### src/rtl/mix_route_sequencer.sv
// Sequences inlet valve, pump A, rotary mixer, pump C and outlet valve for one fluidic job.
// Latency: job starts the cycle after accept; every output is registered.
// Backpressure: cmd_ready is high only while idle; abort cancels any active job.
module mix_route_sequencer #(
    parameter int N_IN       = 5,
    parameter int N_OUT      = 5,
    parameter int STROKE_W   = 8,
    parameter int PHASE_CYC  = 4,
    parameter int SETTLE_CYC = 8
) (
    input  logic                     clk,
    input  logic                     rst,
    input  logic                     cmd_valid,
    output logic                     cmd_ready,
    input  logic [$clog2(N_IN)-1:0]  cmd_src,
    input  logic [$clog2(N_OUT)-1:0] cmd_dst,
    input  logic [STROKE_W-1:0]      cmd_fill,
    input  logic [STROKE_W-1:0]      cmd_mix,
    input  logic [STROKE_W-1:0]      cmd_drain,
    input  logic                     abort,
    output logic [N_IN-1:0]          in_valve,
    output logic [N_OUT-1:0]         out_valve,
    output logic [2:0]               pump_a,
    output logic [2:0]               pump_c,
    output logic [2:0]               mix_ctl,
    output logic                     busy,
    output logic                     done,
    output logic                     aborted,
    output logic                     err
);
    localparam int SRC_W = $clog2(N_IN);
    localparam int DST_W = $clog2(N_OUT);
    localparam int TMAX  = (PHASE_CYC > SETTLE_CYC) ? PHASE_CYC : SETTLE_CYC;
    localparam int TW    = $clog2(TMAX + 1);
    localparam logic [TW-1:0]       SET_LAST = TW'(SETTLE_CYC - 1);
    localparam logic [TW-1:0]       PH_LAST  = TW'(PHASE_CYC - 1);
    localparam logic [STROKE_W-1:0] ONE      = STROKE_W'(1);

    typedef enum logic [2:0] {IDLE, SETTLE_IN, FILL, MIX, SETTLE_OUT, DRAIN} state_t;

    state_t                state, n_state;
    logic [TW-1:0]         tmr, n_tmr;
    logic [1:0]            ph, n_ph;
    logic [STROKE_W-1:0]   strk, n_strk;
    logic [SRC_W-1:0]      src_q, n_src;
    logic [DST_W-1:0]      dst_q, n_dst;
    logic [STROKE_W-1:0]   fill_q, n_fill, mix_q, n_mix, drain_q, n_drain;
    logic [N_IN-1:0]       n_in_valve;
    logic [N_OUT-1:0]      n_out_valve;
    logic [2:0]            n_pump_a, n_pump_c, n_mix_ctl;
    logic                  n_done, n_aborted, n_err;

    function automatic logic [2:0] pat(input logic [1:0] p);
        case (p)
            2'd0:    pat = 3'b011;
            2'd1:    pat = 3'b101;
            default: pat = 3'b110;
        endcase
    endfunction

    always_comb begin
        n_state   = state;
        n_tmr     = tmr + TW'(1);
        n_ph      = ph;
        n_strk    = strk;
        n_src     = src_q;
        n_dst     = dst_q;
        n_fill    = fill_q;
        n_mix     = mix_q;
        n_drain   = drain_q;
        n_done    = 1'b0;
        n_aborted = 1'b0;
        n_err     = 1'b0;

        case (state)
            IDLE: begin
                n_tmr = '0;
                if (cmd_valid && cmd_ready) begin
                    if (int'(cmd_src) >= N_IN || int'(cmd_dst) >= N_OUT) begin
                        n_err = 1'b1;
                    end else begin
                        n_src   = cmd_src;
                        n_dst   = cmd_dst;
                        n_fill  = cmd_fill;
                        n_mix   = cmd_mix;
                        n_drain = cmd_drain;
                        n_state = SETTLE_IN;
                    end
                end
            end
            SETTLE_IN: begin
                if (tmr == SET_LAST)
                    n_state = (fill_q != '0) ? FILL : (mix_q != '0) ? MIX : SETTLE_OUT;
            end
            SETTLE_OUT: begin
                if (tmr == SET_LAST)
                    n_state = (drain_q != '0) ? DRAIN : IDLE;
            end
            default: begin
                // FILL / MIX / DRAIN: PHASE_CYC clocks per phase, three phases per stroke
                if (tmr == PH_LAST) begin
                    n_tmr = '0;
                    if (ph == 2'd2) begin
                        n_ph   = 2'd0;
                        n_strk = strk - ONE;
                        if (strk == ONE) begin
                            case (state)
                                FILL:    n_state = (mix_q != '0) ? MIX : SETTLE_OUT;
                                MIX:     n_state = SETTLE_OUT;
                                default: n_state = IDLE;
                            endcase
                        end
                    end else begin
                        n_ph = ph + 2'd1;
                    end
                end
            end
        endcase

        if (state != IDLE && n_state == IDLE)
            n_done = 1'b1;

        if (state != IDLE && abort) begin
            n_state   = IDLE;
            n_done    = 1'b0;
            n_aborted = 1'b1;
        end

        if (n_state != state) begin
            n_tmr = '0;
            n_ph  = 2'd0;
            case (n_state)
                FILL:    n_strk = n_fill;
                MIX:     n_strk = n_mix;
                DRAIN:   n_strk = n_drain;
                default: n_strk = '0;
            endcase
        end

        n_in_valve  = '0;
        n_out_valve = '0;
        n_pump_a    = 3'b000;
        n_pump_c    = 3'b000;
        n_mix_ctl   = 3'b000;
        case (n_state)
            SETTLE_IN:  n_in_valve[n_src] = 1'b1;
            FILL: begin
                n_in_valve[n_src] = 1'b1;
                n_pump_a          = pat(n_ph);
                n_mix_ctl         = 3'b111;
            end
            MIX:        n_mix_ctl = pat(n_ph);
            SETTLE_OUT: n_out_valve[n_dst] = 1'b1;
            DRAIN: begin
                n_out_valve[n_dst] = 1'b1;
                n_pump_c           = pat(n_ph);
                n_mix_ctl          = 3'b111;
            end
            default: ;
        endcase
    end

    always_ff @(posedge clk) begin
        if (rst) begin
            state     <= IDLE;
            tmr       <= '0;
            ph        <= 2'd0;
            strk      <= '0;
            src_q     <= '0;
            dst_q     <= '0;
            fill_q    <= '0;
            mix_q     <= '0;
            drain_q   <= '0;
            in_valve  <= '0;
            out_valve <= '0;
            pump_a    <= 3'b000;
            pump_c    <= 3'b000;
            mix_ctl   <= 3'b000;
            busy      <= 1'b0;
            cmd_ready <= 1'b0;
            done      <= 1'b0;
            aborted   <= 1'b0;
            err       <= 1'b0;
        end else begin
            state     <= n_state;
            tmr       <= n_tmr;
            ph        <= n_ph;
            strk      <= n_strk;
            src_q     <= n_src;
            dst_q     <= n_dst;
            fill_q    <= n_fill;
            mix_q     <= n_mix;
            drain_q   <= n_drain;
            in_valve  <= n_in_valve;
            out_valve <= n_out_valve;
            pump_a    <= n_pump_a;
            pump_c    <= n_pump_c;
            mix_ctl   <= n_mix_ctl;
            busy      <= (n_state != IDLE);
            cmd_ready <= (n_state == IDLE);
            done      <= n_done;
            aborted   <= n_aborted;
            err       <= n_err;
        end
    end
endmodule
### config.mk
export PLATFORM = sky130hd
export DESIGN_NAME = mix_route_sequencer
export DESIGN_NICKNAME = d
export VERILOG_FILES = /design/src/rtl/mix_route_sequencer.sv
export SDC_FILE = /design/constraint.sdc
export NUM_CORES = 1
export LEC_CHECK = 0
export CORE_MARGIN = 5
export CORE_UTILIZATION = 46
export DETAILED_ROUTE_END_ITERATION = 6
export GPL_ROUTABILITY_DRIVEN = 0
export PLACE_DENSITY = 0.8
export SETUP_SLACK_MARGIN = 0.2
export SLEW_MARGIN = 20
export SYNTH_ARGS = -nofsm -noshare
export SYNTH_HDL_FRONTEND = slang
export SYNTH_SLANG_ARGS = --single-unit
export TNS_END_PERCENT = 5
### constraint.sdc
create_clock -name clk -period 4.25 [get_ports clk]
set_clock_uncertainty 0.2 [all_clocks]
set_input_delay 0.85 -clock clk [delete_from_list [all_inputs] [get_ports clk]]
set_output_delay 0.85 -clock clk [all_outputs]
set_load 0.005 [all_outputs]
---- Word level (Yosys, flattened, before mapping) ----
Cells that the tools add are included.
storage, ports and cells
  output and inout port bits .............. 24
  bits in registers ....................... 71
  word-level logic and storage cells ...... 128
operators by class
  add/subtract/negate cells ............... 3
  $lt $le $gt $ge ......................... 6
  reduce and logical (&&, ||, !) cells .... 30
  bitwise operators ....................... 6
  multiplexer cells ....................... 48
  equality and inequality tests ........... 16
operator list
  kind                   count
  $mux W8                13
  $mux W3                17
  $pmux W8 S3            1
  $reduce_bool A8 Y1     3
  $reduce_or A2 Y1       10
  $pmux W3 S2            3
  $eq A3 B2 Y1 const B   4
  $eq A3 B3 Y1 const B   3
  $logic_not A3 Y1       3
  $pmux W3 S3            1
  $eq A8 B1 Y1 const B   1
  $lt A3 B4 Y1 const B   2
  $mux W2                4
  $pmux W4 S2            1
  $sub A8 B1 Y8 const B  1
  $demux W1 S3           2
  $eq A3 B1 Y1 const B   2
  $ge A3 B1 Y1 const B   2
  $ge A3 B3 Y1 const B   2
  $not A1 Y1             6
  $reduce_bool A3 Y1     2
  $reduce_or A3 Y1       2
  $logic_and A1 B1 Y1    5
  $mux W1                5
  other kinds (13)       14

---- Depth between registers and ports, before layout ----
Gate-level depths: netlist of the first run.
  depth after elaboration ................. 13
  depth in mapped cells ................... 11
  gate-level depth less buffers ........... 9

---- Worst setup path after synthesis of the first run ----
Ideal clock, no wire load.
  kind .................................... register -> register
  from .................................... register tmr[0]
  to ...................................... register pump_a[0]
  cell stages (with the launch flop) ...... 10
  arrival ................................. 2.904 ns
  buffers on the path ..................... 1
  period minus slack after synthesis ...... 3.219 ns
  data required time ...................... 3.935 ns
  setup slack ............................. 1.031 ns
  cells stage by stage .................... dfxtp_1 -> ha_1 -> or3b_2 -> or4_4 -> o31ai_4 -> o211ai_4 -> xnor2_2 -> buf_6 -> or3_1 -> and3_1
on the way
  cells in the longest elaborated chain, start to end .. 8
  elaborated cells on any way between the ends .. 17
  those cells by class .................... 5 x eq/ne; 9 x mux; 1 x bitwise; 2 x reduce/logical
RTL lines
  item                                              RTL line     RTL
  from (decl)                                       42           logic [TW-1:0] tmr, n_tmr;
  from (signal assigned)                            186          tmr <= n_tmr;
  $eq A4 B2 Y1 or $eq A4 B3 Y1 (tied branches)      101, 92, 96
  $mux W3, on equally long branches                 101, 92, 96
  $pmux W3 S3                                       75           case (state)
  $mux W3                                           123          if (state != IDLE && abort) begin
  $ne A3 B3 Y1                                      129          if (n_state != state) begin
  $mux W2                                           129
  $eq A2 B1 Y1 or $logic_not A2 Y1 (tied branches)  54           case (p)
  $pmux W3 S2                                       54
  to (signal assigned)                              196          pump_a <= n_pump_a;
  to (decl)                                         23           output logic [2:0] pump_a,
Parallel ways exist; a longest one is shown, timed or not.
A chain may end at the register's enable or synchronous reset.

---- Worst setup path in the final report of the first run ----
  from .................................... register tmr[0]
  to ...................................... register strk[4]
on the way
  cells in the longest elaborated chain, start to end .. 7
  elaborated cells on any way between the ends .. 17
  those cells by class .................... 7 x eq/ne; 7 x mux; 3 x reduce/logical
RTL lines
  item                                          RTL line     RTL
  $eq A4 B2 Y1 or $eq A4 B3 Y1 (tied branches)  101, 92, 96
  $mux W3, on equally long branches             101, 92, 96
  $pmux W3 S3                                   75
  $mux W3                                       123
  $eq A3 B3 Y1, or another cell as far along    132          case (n_state)
  $pmux W8 S3, or another cell as far along     132
  $mux W8 or $reduce_and A3 Y1 (tied branches)  n/a
  to (signal assigned)                          188          strk <= n_strk;
  to (decl)                                     44           logic [STROKE_W-1:0] strk, n_strk;
Parallel ways exist; a longest one is shown, timed or not.

==> results of run 1 <==
==> state kept, by name, indices dropped and copies added (netlist names) <==
name,count
mix_ctl,3
dst_q,3
aborted,1
state,3
mix_q,8
drain_q,8
fill_q,8
strk,8
tmr,4
src_q,3
err,1
cmd_ready,1
out_valve,5
pump_c,3
done,1
ph,2
in_valve,5
busy,1
pump_a,3
==> path summary, 6_finish.rpt <==
path              cells past startpoint  slack, ns                 start              endpoint
setup / recovery                      9       0.52     tmr[0]$_SDFF_PP0_  strk[4]$_SDFFE_PP0P_
hold / removal                        2       0.28  fill_q[0]$_SDFF_PP0_  fill_q[0]$_SDFF_PP0_
setup reg to reg                      9       0.52     tmr[0]$_SDFF_PP0_  strk[4]$_SDFFE_PP0P_
hold reg to reg                       2       0.28  fill_q[0]$_SDFF_PP0_  fill_q[0]$_SDFF_PP0_
==> area by class of cell <==
cell class	instances	area, um2
Clock buffer	13	159
Tap cell	99	124
Timing Repair Buffer	62	603
Sequential cell	71	1420
Inverter	7	26.3
Fill cell	647	2990
Multi-Input combinational cell	286	1900
Clock inverter	3	65.1
==> per-stage QoR <==
step / cells / hold slack [ns] / utilization, % / setup slack (ns)
2_1_floorplan: 385 / 0.246 / - / 1.03
3_3_place_gp: 525 / 0.262 / 55.8 / 0.607
3_5_place_dp: 525 / 0.270 / 55.8 / 0.457
4_1_cts: 541 / 0.279 / 58.8 / 0.403
5_1_grt: 541 / 0.305 / 59.0 / 0.306
6_report: 541 / 0.281 / 59.0 / 0.515
==> cells in the final DEF, fill, tap and decap left out, types with 2 or more instances in the layout <==
master	count
sky130_fd_sc_hd__nand2_1	65
sky130_fd_sc_hd__bufinv_16	2
sky130_fd_sc_hd__a21oi_1	32
sky130_fd_sc_hd__nor4_2	2
sky130_fd_sc_hd__mux2_2	8
sky130_fd_sc_hd__a21o_1	3
sky130_fd_sc_hd__a21boi_0	2
sky130_fd_sc_hd__ha_1	3
sky130_fd_sc_hd__o31ai_1	2
sky130_fd_sc_hd__nor3b_1	3
sky130_fd_sc_hd__nand3_1	8
sky130_fd_sc_hd__clkdlybuf4s50_1	56
sky130_fd_sc_hd__and2_1	4
sky130_fd_sc_hd__dfxtp_1	71
sky130_fd_sc_hd__nor4_1	8
sky130_fd_sc_hd__or4_1	5
sky130_fd_sc_hd__nand4b_1	2
sky130_fd_sc_hd__mux2i_1	8
sky130_fd_sc_hd__nand2b_1	7
sky130_fd_sc_hd__a311oi_2	6
sky130_fd_sc_hd__xnor2_1	5
sky130_fd_sc_hd__nor3_1	12
sky130_fd_sc_hd__nor2_2	2
sky130_fd_sc_hd__nand4_1	2
sky130_fd_sc_hd__a21oi_2	5
sky130_fd_sc_hd__inv_1	7
sky130_fd_sc_hd__xor2_1	6
sky130_fd_sc_hd__or3_4	2
sky130_fd_sc_hd__o21ai_0	9
sky130_fd_sc_hd__nor3_2	2
sky130_fd_sc_hd__clkbuf_1	2
sky130_fd_sc_hd__nor2_1	26
sky130_fd_sc_hd__clkbuf_8	11
sky130_fd_sc_hd__nand3b_1	6
sky130_fd_sc_hd__or3_1	2
sky130_fd_sc_hd__nor2b_1	3
sky130_fd_sc_hd__buf_4	5
sky130_fd_sc_hd__or4_4	2
sky130_fd_sc_hd__and3_1	5
==> layer usage <==
metal / up-vias / part of all wire, %
li1: 1477 / -
met1: 1374 / 43
met2: 105 / 49
met3: 15 / 6.4
met4: 0 / 1.8
met5: - / 0
==> report_power, final <==
part           switching (mW)  internal, mW  leakage, nW
sequential             0.0191         0.686        0.575
combinational          0.0973        0.0852        0.960
clock                   0.233         0.362        0.114
total                   0.349          1.13         1.65
==> cell families (layout without fill, tap and decap cells) <==
kind of cell / count (synthesis) / after routing
and+or+nand+nor: 179 / 179
adders and majority gates: 3 / 3
DFF: 71 / 71
xor gates and xnor gates: 12 / 12
muxes: 16 / 16
buffers and inverters: 28 / 85
AOI/OAI and AO/OA: 76 / 76
==> worst max-delay path: stages (launching register included) <==
cell and delay [ns]:
sky130_fd_sc_hd__dfxtp_1 0.41, sky130_fd_sc_hd__ha_1 0.29, sky130_fd_sc_hd__or3b_2 0.52, sky130_fd_sc_hd__or4_4 0.55
sky130_fd_sc_hd__o31ai_4 0.33, sky130_fd_sc_hd__o211ai_4 0.16, sky130_fd_sc_hd__xnor2_4 0.36, sky130_fd_sc_hd__or2_1 0.41
sky130_fd_sc_hd__buf_4 0.27, sky130_fd_sc_hd__a311oi_2 0.10
==> reports/summary.txt, run 1 <==
Cell variety after synth: 69
Ranking of synthesized cells by instance count: sky130_fd_sc_hd__dfxtp_1 (71), sky130_fd_sc_hd__nand2_1 (65), sky130_fd_sc_hd__a21oi_1 (32), sky130_fd_sc_hd__nor2_1 (26), sky130_fd_sc_hd__nor3_1 (12)
Main synth FF type: sky130_fd_sc_hd__dfxtp_1
Height of the chip: 96.8 um
Critical Path Source Type: flop
Mapped Cells: 385
Arithmetic-cell share of the synthesized area counting full adders, half adders and majority gates: 1.08%
Area share of the leading cell type in the synthesized netlist: 41.0%
Number of global-route vias before repair: 2,852
Clock tree root driver cell: sky130_fd_sc_hd__clkbuf_8
Warnings from Yosys: 0
Global-route met1 utilization: 20.8%
#FFs+latches synth: 71
Fraction of synthesized area in multiplexers: 4.91%
Max-cap violations: 0
# resized after CTS: 0
Layout cell share with drive strength beyond 1: 13.8%
Hold Fails Final Rpt: 0
Pin count of the biggest net entering global routing: 47
Required time of the critical path: 4.25 ns
Count of pins over their slew limit: 0
Initial drt markers: 347
Post-detail-place hpwl: 5830 um
Num rows: 31
Initial antenna violation count: 0
Port bufs: 57
Maximum vdd ir drop: 0.212 mV
Placed cell areas: 0.00407 mm2
Period utilization: 87.9%
Clock Pin Slew Worst Setup and Hold Paths: 0.07 ns
Drt pass-1 iters: 5
Relative slew slack: 53.6%
Starting density of the core: 47.5%
Total wirelength of the detailed-routed design: 7950 um
Maximum buffer depth of the clock tree: 2
GR Util met2: 28.3%
Area added between synthesis and finish: 24.2%
Power density normalized to cell area: 345 mW/mm2
Endpoint kind of the worst setup timing path: flop
Setup total negative slack: 0 ns
Leakage power: 1.65 nW
Most area-consuming cells after synthesis: sky130_fd_sc_hd__dfxtp_1 (41%), sky130_fd_sc_hd__nand2_1 (7.0%), sky130_fd_sc_hd__a21oi_1 (4.6%)
CP max FO: 12
Path type of the worst min-delay path: flop to flop
Largest family of logic cells by synthesized area: simple AND/OR/NAND/NOR gates
TritonCTS buffer count: 9
Post-CTS Setup Repair Bufs: 0
Synth async-reset ratio: 0%
Average wire per standard cell: 14.7 um
Cell taking the most area after synthesis: sky130_fd_sc_hd__dfxtp_1
Syn nets: 422
Top-level port count: 58
Antenna Cells: 0
Horizontal die dimension: 96.8 um
Post-route design area: 0.00430 mm2
Post-synth EDFFs: 0
Via/cell ratio: 5.49
All-layer global routing usage: 17.2%
H-tree Lvls: 3
Num Clock Sinks: 71
Peak-usage layer in the global routing report: met2
Total congestion overflow: 0
Cell with the most instances after synthesis: sky130_fd_sc_hd__dfxtp_1
Remaining design rule violation count: 0
Clock latency at the later pin of the worst-skew pair: 0.34 ns
Power Total: 1.48 mW
Hold-fix buffer count after cts: 0
Sequential share of the synthesized area: 41.0%
Count of antenna-violating nets left after detailed routing: 0
Post-synthesis xor/xnor area fraction: 3.25%
Outcome: complete, no violations
Synth Area in Compound Gates: 16.8%
Cell Area, Synth: 0.00346 mm2
Core Region: 0.00729 mm2
Met3 capacity usage during global routing: 5.11%
RSZ-0062 raised after global routing: no
Data arrival time of the worst path: 3.73 ns
Detailed-route via count: 2,971
Average cell area after synthesis: 9.00 um2
Full die area: 0.00937 mm2
Highest clock frequency the design can meet: 268 MHz
Setup violations, final: 0
First-pass GRT wire length: 13,500 um
# nets final: 474
TritonCTS clock tree: yes
Worst slew pin tran: 0.685 ns
Time the final worst path needs with I/O delays and setup: 3.73 ns
Post-Synth Simple-Gate Area: 28.6%
Kind of critical path: flop to flop
Note: power is estimated with default switching activity, not from simulation.
==> run 2, diff against run 1 <==
CTS_CLUSTER_SIZE = 40   (was unset)
SKIP_CTS_REPAIR_TIMING = 1   (was unset)
clock period = 3.55 ns   (was 4.25 ns; I/O delays follow)
==> reports/summary.txt, run 2 (synthesized netlist as in run 1, its figures left out) <==
Outcome: complete, no violations
CP max FO: 12 (unchanged)
Path type of the worst min-delay path: flop to flop
Drt pass-1 iters: 4 (-1)
Area added between synthesis and finish: 23.5%
Post-route design area: 0.00428 mm2 (-0.52%)
Fill cell instance count of the final layout: 669 (+3.4%)
Maximum buffer depth of the clock tree: 2 (unchanged)
Total congestion overflow: 0 (unchanged)
Horizontal die dimension: 96.8 um (unchanged)
TritonCTS clock tree: yes
Leakage power: 1.64 nW (-0.44%)
Maximum vdd ir drop: 0.234 mV (+11%)
Clk network pwr share: 33.3% (-6.8 points)
Internal Power: 1.18 mW (+3.9%)
Worst slew pin tran: 0.660 ns (-0.0245 ns)
Slowest cell on the critical path: sky130_fd_sc_hd__or4_4
Layout cell share with drive strength beyond 1: 15.7% (+1.9 points)
Slowest stage delay, CP: 0.55 ns (about the same)
RSZ-0062 raised after global routing: no
Switching component of the power: 431 uW (+23%)
First-pass GRT wire length: 13,600 um (+0.87%)
Initial drt markers: 236 (-32%)
Required time of the critical path: 3.59 ns (-0.66 ns)
# nets final: 477 (+0.63%)
Number of global-route vias before repair: 2,871 (+0.67%)
Top delay family on crit path: simple AND/OR/NAND/NOR gates
Critical Path Source Type: flop
Port bufs: 57 (unchanged)
Relative slew slack: 55.3% (+1.7 points)
Hold Crit Start: tmr[0]$_SDFF_PP0_
Setup total negative slack: 0 ns (unchanged)
Post-detail-place hpwl: 6090 um (+4.5%)
Kind of critical path: flop to flop
Data arrival time of the worst path: 3.30 ns (-0.43 ns)
Num rows: 31 (unchanged)
Starting density of the core: 47.5% (unchanged)
Power density normalized to cell area: 376 mW/mm2 (+9.1%)
Pin count of the biggest net entering global routing: 47 (unchanged)
Cell chain of the critical path: ha_2 > or3b_2 > or4_4 > o31ai_4 > o211ai_4 > xnor2_2 > or2_4 > buf_12 > nor4_2
All-layer global routing usage: 17.4% (+0.21 points)
Count of antenna-violating nets left after detailed routing: 0 (unchanged)
Power share of the sequential group: 52.5% (+5.0 points)
Bufs and invs on worst path: 1 (unchanged)
Top-level port count: 58 (unchanged)
Remaining design rule violation count: 0 (unchanged)
Clock tree root driver cell: sky130_fd_sc_hd__clkbuf_8
Total wirelength of the detailed-routed design: 8110 um (+1.9%)
Crit Reg-Reg Startpoint: tmr[0]$_SDFF_PP0_
Setup violations, final: 0 (unchanged)
Height of the chip: 96.8 um (unchanged)
Power share of the combinational group: 14.2% (+1.9 points)
Clock Pin Slew Worst Setup and Hold Paths: 0.07 ns (about the same)
Post-placement setup slack: 0.166 ns (-0.291 ns)
TritonCTS buffer count: 9 (unchanged)
Origin of the worst setup path: tmr[0]$_SDFF_PP0_
Average wire per standard cell: 14.9 um (+1.4%)
Core Region: 0.00729 mm2 (unchanged)
Endpoint kind of the worst setup timing path: flop
Full die area: 0.00937 mm2 (unchanged)
Detailed-route via count: 2,983 (+0.40%)
Via/cell ratio: 5.48 (-0.15%)
Antenna Cells: 0 (unchanged)
Hold Fails Final Rpt: 0 (unchanged)
Max-cap violations: 0 (unchanged)
Initial antenna violation count: 0 (unchanged)
Leading cell type in the layout, fill and taps excluded: sky130_fd_sc_hd__dfxtp_1
Clock latency at the later pin of the worst-skew pair: 0.34 ns (about the same)
Commonest cells after routing, fill and taps aside: sky130_fd_sc_hd__dfxtp_1 (70), sky130_fd_sc_hd__nand2_1 (65), sky130_fd_sc_hd__clkdlybuf4s50_1 (56), sky130_fd_sc_hd__a21oi_1 (32), sky130_fd_sc_hd__nor2_1 (26)
Count of pins over their slew limit: 0 (unchanged)
Placed cell areas: 0.00410 mm2 (+0.86%)
Highest clock frequency the design can meet: 307 MHz (+15%)
Num Clock Sinks: 71 (unchanged)
Setup slack after layout: 0.291 ns (-0.225 ns)
H-tree Lvls: 3 (unchanged)
Period utilization: 91.8% (+3.9 points)
Net Sw Frac: 26.8% (+3.2 points)
Time the final worst path needs with I/O delays and setup: 3.26 ns (-0.475 ns)
==> run 2: cell types whose count changed in the layout (fill, tap and decap cells not counted), moves of 2 or more <==
cell	change
sky130_fd_sc_hd__buf_4	+2
sky130_fd_sc_hd__bufinv_16	-2
sky130_fd_sc_hd__clkbuf_8	-2
sky130_fd_sc_hd__clkinv_2	+4
==> run 2: metrics by stage <==
step | total power [mW] | hold slack (ns) | std cells | util (%)
2_1_floorplan | 1.00 | 0.246 | 385 | -
3_3_place_gp | 1.08 | 0.260 | 528 | 56.2
3_5_place_dp | 1.09 | 0.264 | 528 | 56.2
4_1_cts | 1.61 | 0.275 | 544 | 58.4
5_1_grt | 1.67 | 0.259 | 544 | 58.7
6_report | 1.61 | 0.252 | 544 | 58.7
==> run 2: final cells by class <==
cell class | count | area (um2) | share of cell area (%)
Inverter | 7 | 26.3 | 0.614
Multi-Input combinational cell | 286 | 1910 | 44.7
Timing Repair Buffer | 65 | 638 | 14.9
Clock inverter | 5 | 25.0 | 0.585
Clock buffer | 11 | 131 | 3.07
Tap cell | 99 | 124 | 2.89
Sequential cell | 71 | 1420 | 33.2
==> run 2: worst register-to-register path, cell delays in order, from the launching register on <==
cell                       delay [ns]
sky130_fd_sc_hd__dfxtp_2         0.37
sky130_fd_sc_hd__ha_2            0.23
sky130_fd_sc_hd__or3b_2          0.52
sky130_fd_sc_hd__or4_4           0.55
sky130_fd_sc_hd__o31ai_4         0.27
sky130_fd_sc_hd__o211ai_4        0.14
sky130_fd_sc_hd__xnor2_2         0.19
sky130_fd_sc_hd__or2_4           0.28
sky130_fd_sc_hd__buf_12          0.16
sky130_fd_sc_hd__nor4_2          0.27
==> run 2: power by group through the flow <==
stage | clock network, mW | registers, mW | logic (mW)
3_5_place_dp | 0 | 0.862 | 0.224
6_report | 0.535 | 0.845 | 0.228
2_1_floorplan | 0 | 0.855 | 0.146
4_1_cts | 0.542 | 0.844 | 0.225
5_1_grt | 0.577 | 0.848 | 0.248
3_3_place_gp | 0 | 0.860 | 0.218
==> run 2: final timing paths <==
check                      endpoint  slack [ns]  depth (start not counted)
setup / recovery  tmr[3]$_SDFF_PP0_        0.29                          9
hold / removal    tmr[0]$_SDFF_PP0_        0.25                          1
setup reg to reg  tmr[3]$_SDFF_PP0_        0.29                          9
hold reg to reg   tmr[0]$_SDFF_PP0_        0.25                          1
==> run 2: routing by layer <==
| layer | track usage (%) | share of wire [%] |
|---|---|---|
| met2 | 29.2 | 49 |
| met3 | 3.74 | 4.8 |
| met4 | 6.26 | 1.2 |
| met1 | 22.0 | 45 |
| met5 | 0 | 0 |
